## src/rtl/reg_bank_pkg.sv

```systemverilog
// reg_bank_pkg
// Shared defaults and typedefs for the register bank with busy scoreboard.
//   DATA_W_DEF / ADDR_W_DEF : default data and address widths
//   reg_data_t / reg_addr_t : data and address types at the default widths
package reg_bank_pkg;

    localparam int DATA_W_DEF = 16;
    localparam int ADDR_W_DEF = 4;

    typedef logic [DATA_W_DEF-1:0] reg_data_t;
    typedef logic [ADDR_W_DEF-1:0] reg_addr_t;

endpackage

```

## src/rtl/rb_scoreboard.sv

```systemverilog
// rb_scoreboard
// Per-register busy tracking between issue and write-back.
//   clk, rst            : clock, asynchronous active-high reset
//   iss_valid, iss_dest : issue request and the destination it reserves
//   iss_ready           : issue can be accepted (destination not busy)
//   wb_valid, wb_dest   : write-back strobe and register
//   busy_vec            : registered busy bit per register
//   busy_count          : registered number of busy registers
//   wb_err              : sticky flag, a write-back hit a non-busy register
module rb_scoreboard
    import reg_bank_pkg::*;
#(
    parameter int ADDR_W   = ADDR_W_DEF,
    parameter bit ZERO_REG = 1'b0,
    localparam int DEPTH   = 2**ADDR_W
) (
    input  logic              clk,
    input  logic              rst,
    input  logic              iss_valid,
    input  logic [ADDR_W-1:0] iss_dest,
    input  logic              wb_valid,
    input  logic [ADDR_W-1:0] wb_dest,
    output logic [DEPTH-1:0]  busy_vec,
    output logic [ADDR_W:0]   busy_count,
    output logic              iss_ready,
    output logic              wb_err
);

    logic             iss_zero;
    logic             wb_zero;
    logic             iss_set;
    logic             wb_act;
    logic             wb_clr;
    logic             wb_spur;
    logic [DEPTH-1:0] busy_nxt;
    logic [ADDR_W:0]  count_nxt;

    always_comb begin
        iss_zero  = ZERO_REG && (iss_dest == '0);
        wb_zero   = ZERO_REG && (wb_dest == '0);
        // iss_ready deliberately ignores a same-cycle write-back: WAW stalls
        // until the busy bit has actually been cleared.
        iss_ready = iss_zero || !busy_vec[iss_dest];
        iss_set   = iss_valid && iss_ready && !iss_zero;
        wb_act    = wb_valid && !wb_zero;
        wb_clr    = wb_act && busy_vec[wb_dest];
        wb_spur   = wb_act && !busy_vec[wb_dest];

        // Issue is applied after write-back so that, on the same register,
        // the busy-set wins over the clear.
        busy_nxt = busy_vec;
        if (wb_act)
            busy_nxt[wb_dest] = 1'b0;
        if (iss_set)
            busy_nxt[iss_dest] = 1'b1;

        // wb_clr implies at least one busy bit, so the counter never underflows;
        // iss_set implies a free register, so it never exceeds DEPTH.
        count_nxt = busy_count + {{ADDR_W{1'b0}}, iss_set} - {{ADDR_W{1'b0}}, wb_clr};
    end

    always_ff @(posedge clk or posedge rst) begin
        if (rst) begin
            busy_vec   <= '0;
            busy_count <= '0;
            wb_err     <= 1'b0;
        end else begin
            busy_vec   <= busy_nxt;
            busy_count <= count_nxt;
            if (wb_spur)
                wb_err <= 1'b1;
        end
    end

endmodule

```

## src/rtl/reg_bank_sb.sv

```systemverilog
// reg_bank_sb
// Register bank with two bypassed read ports, one write-back port and a
// per-register busy scoreboard, placed between instruction issue and the ALU.
//   clk, rst                    : clock, asynchronous active-high reset
//   rd_addr1/2                  : read addresses
//   rd_data1/2, rd_ready1/2     : combinational operand and its valid flag
//   iss_valid, iss_dest         : reserve a destination register
//   iss_ready                   : issue can be accepted
//   wb_valid, wb_dest, wb_data  : ALU write-back
//   busy_vec, busy_count        : registered busy state
//   wb_err                      : sticky spurious write-back flag
module reg_bank_sb
    import reg_bank_pkg::*;
#(
    parameter int DATA_W   = DATA_W_DEF,
    parameter int ADDR_W   = ADDR_W_DEF,
    parameter int ZERO_REG = 0,
    localparam int DEPTH   = 2**ADDR_W
) (
    input  logic              clk,
    input  logic              rst,
    input  logic [ADDR_W-1:0] rd_addr1,
    input  logic [ADDR_W-1:0] rd_addr2,
    output logic [DATA_W-1:0] rd_data1,
    output logic [DATA_W-1:0] rd_data2,
    output logic              rd_ready1,
    output logic              rd_ready2,
    input  logic              iss_valid,
    input  logic [ADDR_W-1:0] iss_dest,
    output logic              iss_ready,
    input  logic              wb_valid,
    input  logic [ADDR_W-1:0] wb_dest,
    input  logic [DATA_W-1:0] wb_data,
    output logic [DEPTH-1:0]  busy_vec,
    output logic [ADDR_W:0]   busy_count,
    output logic              wb_err
);

    localparam bit ZR = (ZERO_REG != 0);

    logic [DATA_W-1:0] regs [DEPTH];
    logic              wr_en;
    logic              rd_zero1;
    logic              rd_zero2;
    logic              byp1;
    logic              byp2;

    rb_scoreboard #(
        .ADDR_W   (ADDR_W),
        .ZERO_REG (ZR)
    ) u_sb (
        .clk        (clk),
        .rst        (rst),
        .iss_valid  (iss_valid),
        .iss_dest   (iss_dest),
        .wb_valid   (wb_valid),
        .wb_dest    (wb_dest),
        .busy_vec   (busy_vec),
        .busy_count (busy_count),
        .iss_ready  (iss_ready),
        .wb_err     (wb_err)
    );

    assign wr_en = wb_valid && !(ZR && (wb_dest == '0));

    always_ff @(posedge clk or posedge rst) begin
        if (rst) begin
            for (int i = 0; i < DEPTH; i++)
                regs[i] <= '0;
        end else if (wr_en) begin
            regs[wb_dest] <= wb_data;
        end
    end

    // Read ports: a hardwired zero register overrides the bypass, the bypass
    // overrides the stored value and also makes a busy operand ready.
    always_comb begin
        rd_zero1  = ZR && (rd_addr1 == '0);
        rd_zero2  = ZR && (rd_addr2 == '0);
        byp1      = wb_valid && (wb_dest == rd_addr1) && !rd_zero1;
        byp2      = wb_valid && (wb_dest == rd_addr2) && !rd_zero2;
        rd_data1  = rd_zero1 ? '0 : (byp1 ? wb_data : regs[rd_addr1]);
        rd_data2  = rd_zero2 ? '0 : (byp2 ? wb_data : regs[rd_addr2]);
        rd_ready1 = rd_zero1 || byp1 || !busy_vec[rd_addr1];
        rd_ready2 = rd_zero2 || byp2 || !busy_vec[rd_addr2];
    end

endmodule

```

## config.mk

```make
export PLATFORM = sky130hd
export DESIGN_NAME = reg_bank_sb
export DESIGN_NICKNAME = d
export VERILOG_FILES = /design/src/rtl/reg_bank_pkg.sv /design/src/rtl/rb_scoreboard.sv /design/src/rtl/reg_bank_sb.sv
export SDC_FILE = /design/constraint.sdc
export NUM_CORES = 1
export LEC_CHECK = 0
export ABC_AREA = 1
export CORE_MARGIN = 2
export CORE_UTILIZATION = 60
export DETAILED_ROUTE_END_ITERATION = 16
export GPL_TIMING_DRIVEN = 1
export PLACE_DENSITY = 0.87
export SLEW_MARGIN = 20
export SYNTH_ARGS = -nofsm -noshare
export SYNTH_HDL_FRONTEND = slang
export SYNTH_HIERARCHICAL = 1
export SYNTH_SLANG_ARGS = --single-unit
```

## constraint.sdc

```tcl
create_clock -name clk -period 9.7 [get_ports clk]
set_input_delay 0.97 -clock clk [delete_from_list [all_inputs] [get_ports clk]]
set_output_delay 0.97 -clock clk [all_outputs]
set_load 0.01 [all_outputs]
```

Yosys cells after proc, flatten, opt, wreduce, memory -nomap -nowiden
Index checks and enable logic that the tools add are counted.

storage, ports and cells
  register bits = 278
  output and inout bits = 57
  word-level logic and storage cells = 78

operators by class
  add/subtract/negate cells = 2
  $lt $le $gt $ge = 10
  eq/ne operators = 2
  mux-type cells = 25
  bitwise gates (word level) = 6
  reductions and logical operators = 14

operator list
  kind                                                                                 count
  256-bit bitwise mux                                                                  1
  16-bit 2-to-1 mux                                                                    9
  16-bit binary-select mux with 4-bit select                                           2
  16-bit demux with 4-bit select                                                       1
  4-bit by 5-bit less-than comparator with 1-bit output, second input constant         4
  16-bit bitwise AND                                                                   1
  1-bit binary-select mux with 4-bit select                                            4
  16-bit NOT                                                                           1
  16-bit bitwise OR                                                                    1
  5-bit greater-or-equal comparator, second input constant                             3
  4-bit NOT with 5-bit output                                                          3
  1-bit demux with 4-bit select                                                        2
  4-bit == test                                                                        2
  4-bit by 1-bit greater-or-equal comparator with 1-bit output, second input constant  2
  1-bit logical AND                                                                    8
  1-bit 2-to-1 mux                                                                     6
  5-bit by 1-bit adder with 5-bit output                                               1
  5-bit by 1-bit less-than comparator with 1-bit output, second input constant         1
  5-bit by 1-bit subtractor with 5-bit output                                          1
  1-bit logical NOT                                                                    4
  1-bit logical OR                                                                     2

Longest topological paths before layout
  depth in word-level cells = 9
  gate-level depth with buffers = 17

Hierarchy
Netlist, hierarchy kept.

by module, submodules not included
  module         times used  cells an instance  area each (sq um)
  reg_bank_sb    1           2429               15668.8
  rb_scoreboard  1           226                1516.5

Worst setup path after synthesis
No wires, ideal clock.

  path type = in2reg
  start = in iss_dest[0]
  end = reg u_sb.busy_count[4]
  arrival time = 2.932 ns
  slack = 6.642 ns
  cell stages on the path = 17
  path buffers = 2
  cell sequence = buf_6 nand2_1 nand2_1 nand2_1 nand2_1 nand2_1 nand2_2 nor2_4 buf_6 nand2_1 ha_1 inv_1 ha_1 fa_1 nand3_1 nand2_1 xor2_1

on the way
  word-level cells in the longest chain between the ends = 6

RTL lines
  what                                         RTL line             RTL
  start, declared                              reg_bank_sb.sv:29    input logic [ADDR_W-1:0] iss_dest,
  1-bit binary-select mux with 4-bit select    rb_scoreboard.sv:43  iss_ready = iss_zero || !busy_vec[iss_dest];
  1-bit 2-to-1 mux (implied by the code)       rb_scoreboard.sv:43
  1-bit logical NOT                            rb_scoreboard.sv:43
  via iss_ready                                reg_bank_sb.sv:30    output logic iss_ready,
  1-bit logical AND                            rb_scoreboard.sv:44  iss_set = iss_valid && iss_ready && !iss_zero;
  5-bit by 1-bit adder with 5-bit output       rb_scoreboard.sv:59  count_nxt = busy_count + {{ADDR_W{1'b0}}, iss_set} - {{ADDR_W{1'b0}}, wb_clr};
  5-bit by 1-bit subtractor with 5-bit output  rb_scoreboard.sv:59
  via u_sb.count_nxt[4]                        rb_scoreboard.sv:36  logic [ADDR_W:0] count_nxt;
  end signal, assigned                         rb_scoreboard.sv:69  busy_count <= count_nxt;
  end, declared                                rb_scoreboard.sv:24  output logic [ADDR_W:0] busy_count,

The timed path passes the listed nets, and every way through them passes these cells. The select of a mux whose other input is x is not followed.
A chain may end at the register's enable or synchronous reset.

Worst setup path in the final report
  start = in rd_addr1[0]
  end = out rd_data1[0]

on the way
  word-level cells in the longest chain between the ends = 5

RTL lines
  what                                                   RTL line           RTL
  start, declared                                        reg_bank_sb.sv:22  input logic [ADDR_W-1:0] rd_addr1,
  4-bit NOT with 5-bit output (implied by the code)      reg_bank_sb.sv:82  rd_data1 = rd_zero1 ? '0 : (byp1 ? wb_data : regs[rd_addr1]);
  16-bit binary-select mux with 4-bit select             reg_bank_sb.sv:82
  16-bit 2-to-1 mux (implied by the code) (2 in series)  reg_bank_sb.sv:82
  16-bit 2-to-1 mux *                                    reg_bank_sb.sv:82
  end, declared                                          reg_bank_sb.sv:24  output logic [DATA_W-1:0] rd_data1,

Mark *: on every way between the ends. The rest lies on a longest branch, timed or not. The select of a mux whose other input is x is not followed.

==> run metrics <==
clock share of power=a little under a third; CTS Buf Count=31; Max-Cap Viols=0; placed cells=between 2,000 and 3,000; final worst-path cycle share=52.8%; Core Area=about 28,000 sq um; layer with the highest usage=met2; Yosys reg bits=278; cts hold-fix bufs=0; Hold/Removal Path Class=flop to flop; Synth Area in Compound Gates=~9%; Min-Delay Endpoint=u_sb/wb_err; Setup Skew=roughly 9.9 ps; setup TNS=0 ps; area share of the largest cell type after synthesis=around two fifths; GRT overflow=0; sequential share of power=around 41%; RD Place Congestion=between 0.9 and 1; Initial Util=between 60 and 70%; combinational share of power=roughly 28%; Cell Count, Final, Fillers Out=between 3,000 and 4,000; slew of the pin with the lowest slew margin=roughly 1000 ps; Worst path top cell family by delay=buffers and inverters; most common cell after layout, fill and taps aside=nand2_1; run status=finished clean; Sw Ratio=roughly 35%; fillers=around 2,300; Adder-Cell Fraction of Synth Area=0.481%; drt drc=0; H-Tree Depth=1; number of global-route vias before repair=approximately 17,000; Layout area overhead=10.4%; library cells used by synthesis=27; number of diodes=0; DR vias/cell=about 6; worst path bufs/invs=4; NumNets Final=2,666; Worst R2R Path Depth=15; RSZ-0062 raised after global routing=false; I/O Pins=93; setup bufs post-CTS=0; port bufs=between 90 and 100; crit path cell chain=buf_4, inv_4, nand2_1, nand2_1, nor3_2, nand3_2, inv_2, nand2_1, nand2_1, clkdlybuf4s50_1; CP Class=input port to primary output; syn avg cell area=roughly 6.5 sq um; first-pass GRT wire length=between 80,000 and 90,000 um; internal power=roughly 2.5 mW; HP Start=u_sb/wb_err; post-DP HPWL=around 33,000 um; critical path's slowest cell=buf_4; final core occ=about two thirds; R2R Setup Slk=~7000 ps; maximum clock insertion buffer count=3; largest family of logic cells by synthesized area=simple AND/OR/NAND/NOR gates; CP required=slightly below 9000 ps; met2 layer usage reported by global route=a little under three fifths; Die Width=between 150 and 200 um; yosys warns=6; TritonCTS clock tree=built; cell row count=61; Max Fclk=195 MHz; Max-slew headroom=32.2%; XOR/XNOR Fraction of Synth Area=less than 1%; most used cell, CP=nand2_1; leakage dissipation=around 9.9 nW; synthesized area=17,200 sq um; fin crit period=between 5000 and 6000 ps; ratio of cells with drive above 1 in the final layout=roughly 4.2%; CP endpoint kind=primary output; final hold vios=0; post-synth top area cell=dfrtp_1; sequential area share after synthesis=around 40%; mean routed wirelength per cell=around 18 um; initial DRC count=between 2,000 and 3,000; area of the multi-input gates=about 8000 sq um; ranking of synthesized cells by area=dfrtp_1 (40%), nand2_1 (22%), nand3_1 (14%), o21ai_0 (7.7%), inv_1 (6.8%); initial antenna violation count=0; total power=between 3 and 4 mW; Die Y=about 170 um; Gate Count Post-Synth=approximately 2,700; First-pass DRT Iterations=7; critical path arrival=between 4000 and 5000 ps; Post-DRT Antenna Nets=0; CTS-repair resized insts=0; net switching power=approximately 1.3 mW; reg2reg end=u_sb/busy_count[4]; mux contribution to synthesized area=0%; met3 Use GR=7.54%; gr usage total=a little under two fifths; Register Area=just under 7000 sq um; maximum VDD drop=about 160 uV; Slew Viols, Final=0; die area=~30,000 sq um; GR Util met1=about half; area share of and/or/nand/nor cells after synthesis=38.1%; largest net degree at the start of global routing=roughly 130; most frequent cells in the layout=nand2_1 (1,014), nand3_1 (494), inv_1 (307); vias=~18,000; Critical R2R Launch=u_sb/busy_vec[6]; PD cells=201 nW/um^2; Synthesized Nets=approximately 2,700; Startpoint Class=input port; clk_lat worst skew=between 500 and 600 ps; Total Wirelength=55,800 um; Max Fanout on Critical Path=66; setup violators final=0; CP peak stage delay=about 610 ps; hold path cells=2; Clock transition at path regs=~60 ps; clock sinks=278; root buffer cell=clkbuf_16
-- stage by stage --
| step | hold WS (ps) | setup slack [ps] | area, sq um |
|---|---|---|---|
| 2_1_floorplan | 453 | 1690 | 17200 |
| 3_3_place_gp | 456 | 4770 | 18000 |
| 3_5_place_dp | 457 | 4720 | 18000 |
| 4_1_cts | 472 | 4710 | 19000 |
| 5_1_grt | 499 | 4460 | 19000 |
| 6_report | 472 | 4580 | 19000 |
-- cells in the mapped netlist --
master    instances
o31ai_1           4
nand2_1        1016
o22ai_1           1
inv_1           311
dfrtp_1         278
nand3_1         494
nand4_1           3
nor2_1           35
buf_6             5
ha_1              5
nand2_2           2
nor2_4            1
buf_1            15
xor2_1            3
fa_1              1
a21oi_1           9
buf_2            62
nand3_2           3
o211ai_1         12
inv_2            11
buf_4             2
o21ai_1          10
nor3_2            4
nor2_2            2
o21ai_0         264
clkbuf_1        101
xnor2_1           1
-- cells by family (layout without fill, tap and decap cells) --
| kind of cell | count (synthesis) | count (layout) |
|---|---|---|
| compound gates | 300 | 300 |
| xor+xnor | 4 | 4 |
| fa+ha+maj | 6 | 6 |
| buf+inv | 507 | 497 |
| flops | 278 | 278 |
| simple gates | 1560 | 1560 |
-- flip-flops by register name, summed over array words and instances, names as in the netlist --
name and cells:
u_sb/busy_count 5, u_sb/busy_vec 16, u_sb/wb_err 1, regs 256
-- worst register-to-register path: cells and delay by family, from the launching register on --
family,cells,cell delay [ps]
xor+xnor,1,140
buf+inv,1,40
flops,1,500
fa+ha+maj,3,920
simple gates,10,1130
-- power groups by stage --
stage	Clock, mW	Combinational (mW)	Sequential, mW
after floorplan	0	0.730	1.55
after global placement	0	0.999	1.57
after detailed placement	0	1.05	1.58
after CTS	1.15	1.06	1.57
after global routing	1.20	1.22	1.60
final	1.15	1.08	1.57
-- layer usage --
| layer | share of wire, % | wire [um] |
|---|---|---|
| met1 | 38 | 21000 |
| met2 | 43 | 24200 |
| met3 | 13 | 7150 |
| met4 | 6.1 | 3420 |
| met5 | 0 | 0 |
-- worst max path at each step --
stage / start / to / slack (ps) / depth (start not counted)
6_report: rd_addr1[0] / rd_data1[0] / 4580 / 10
5_1_grt: rd_addr2[0] / rd_data2[12] / 4460 / 10
4_1_cts: rd_addr1[0] / rd_data1[0] / 4710 / 10
3_5_place_dp: rd_addr1[0] / rd_data1[0] / 4720 / 10
3_3_place_gp: rd_addr1[0] / rd_data1[0] / 4770 / 10
2_1_floorplan: rst / regs[0] / 1690 / 1
-- final cells by class --
type	count	share of cell area (%)
multi-input combinational	1870	43.3
sequential	278	36.7
clock buffer	45	4.84
timing repair buffer	121	5.90
tap	378	2.49
clock inverter	9	0.402
inverter	322	6.44
Power figures use the tool's default switching activity.
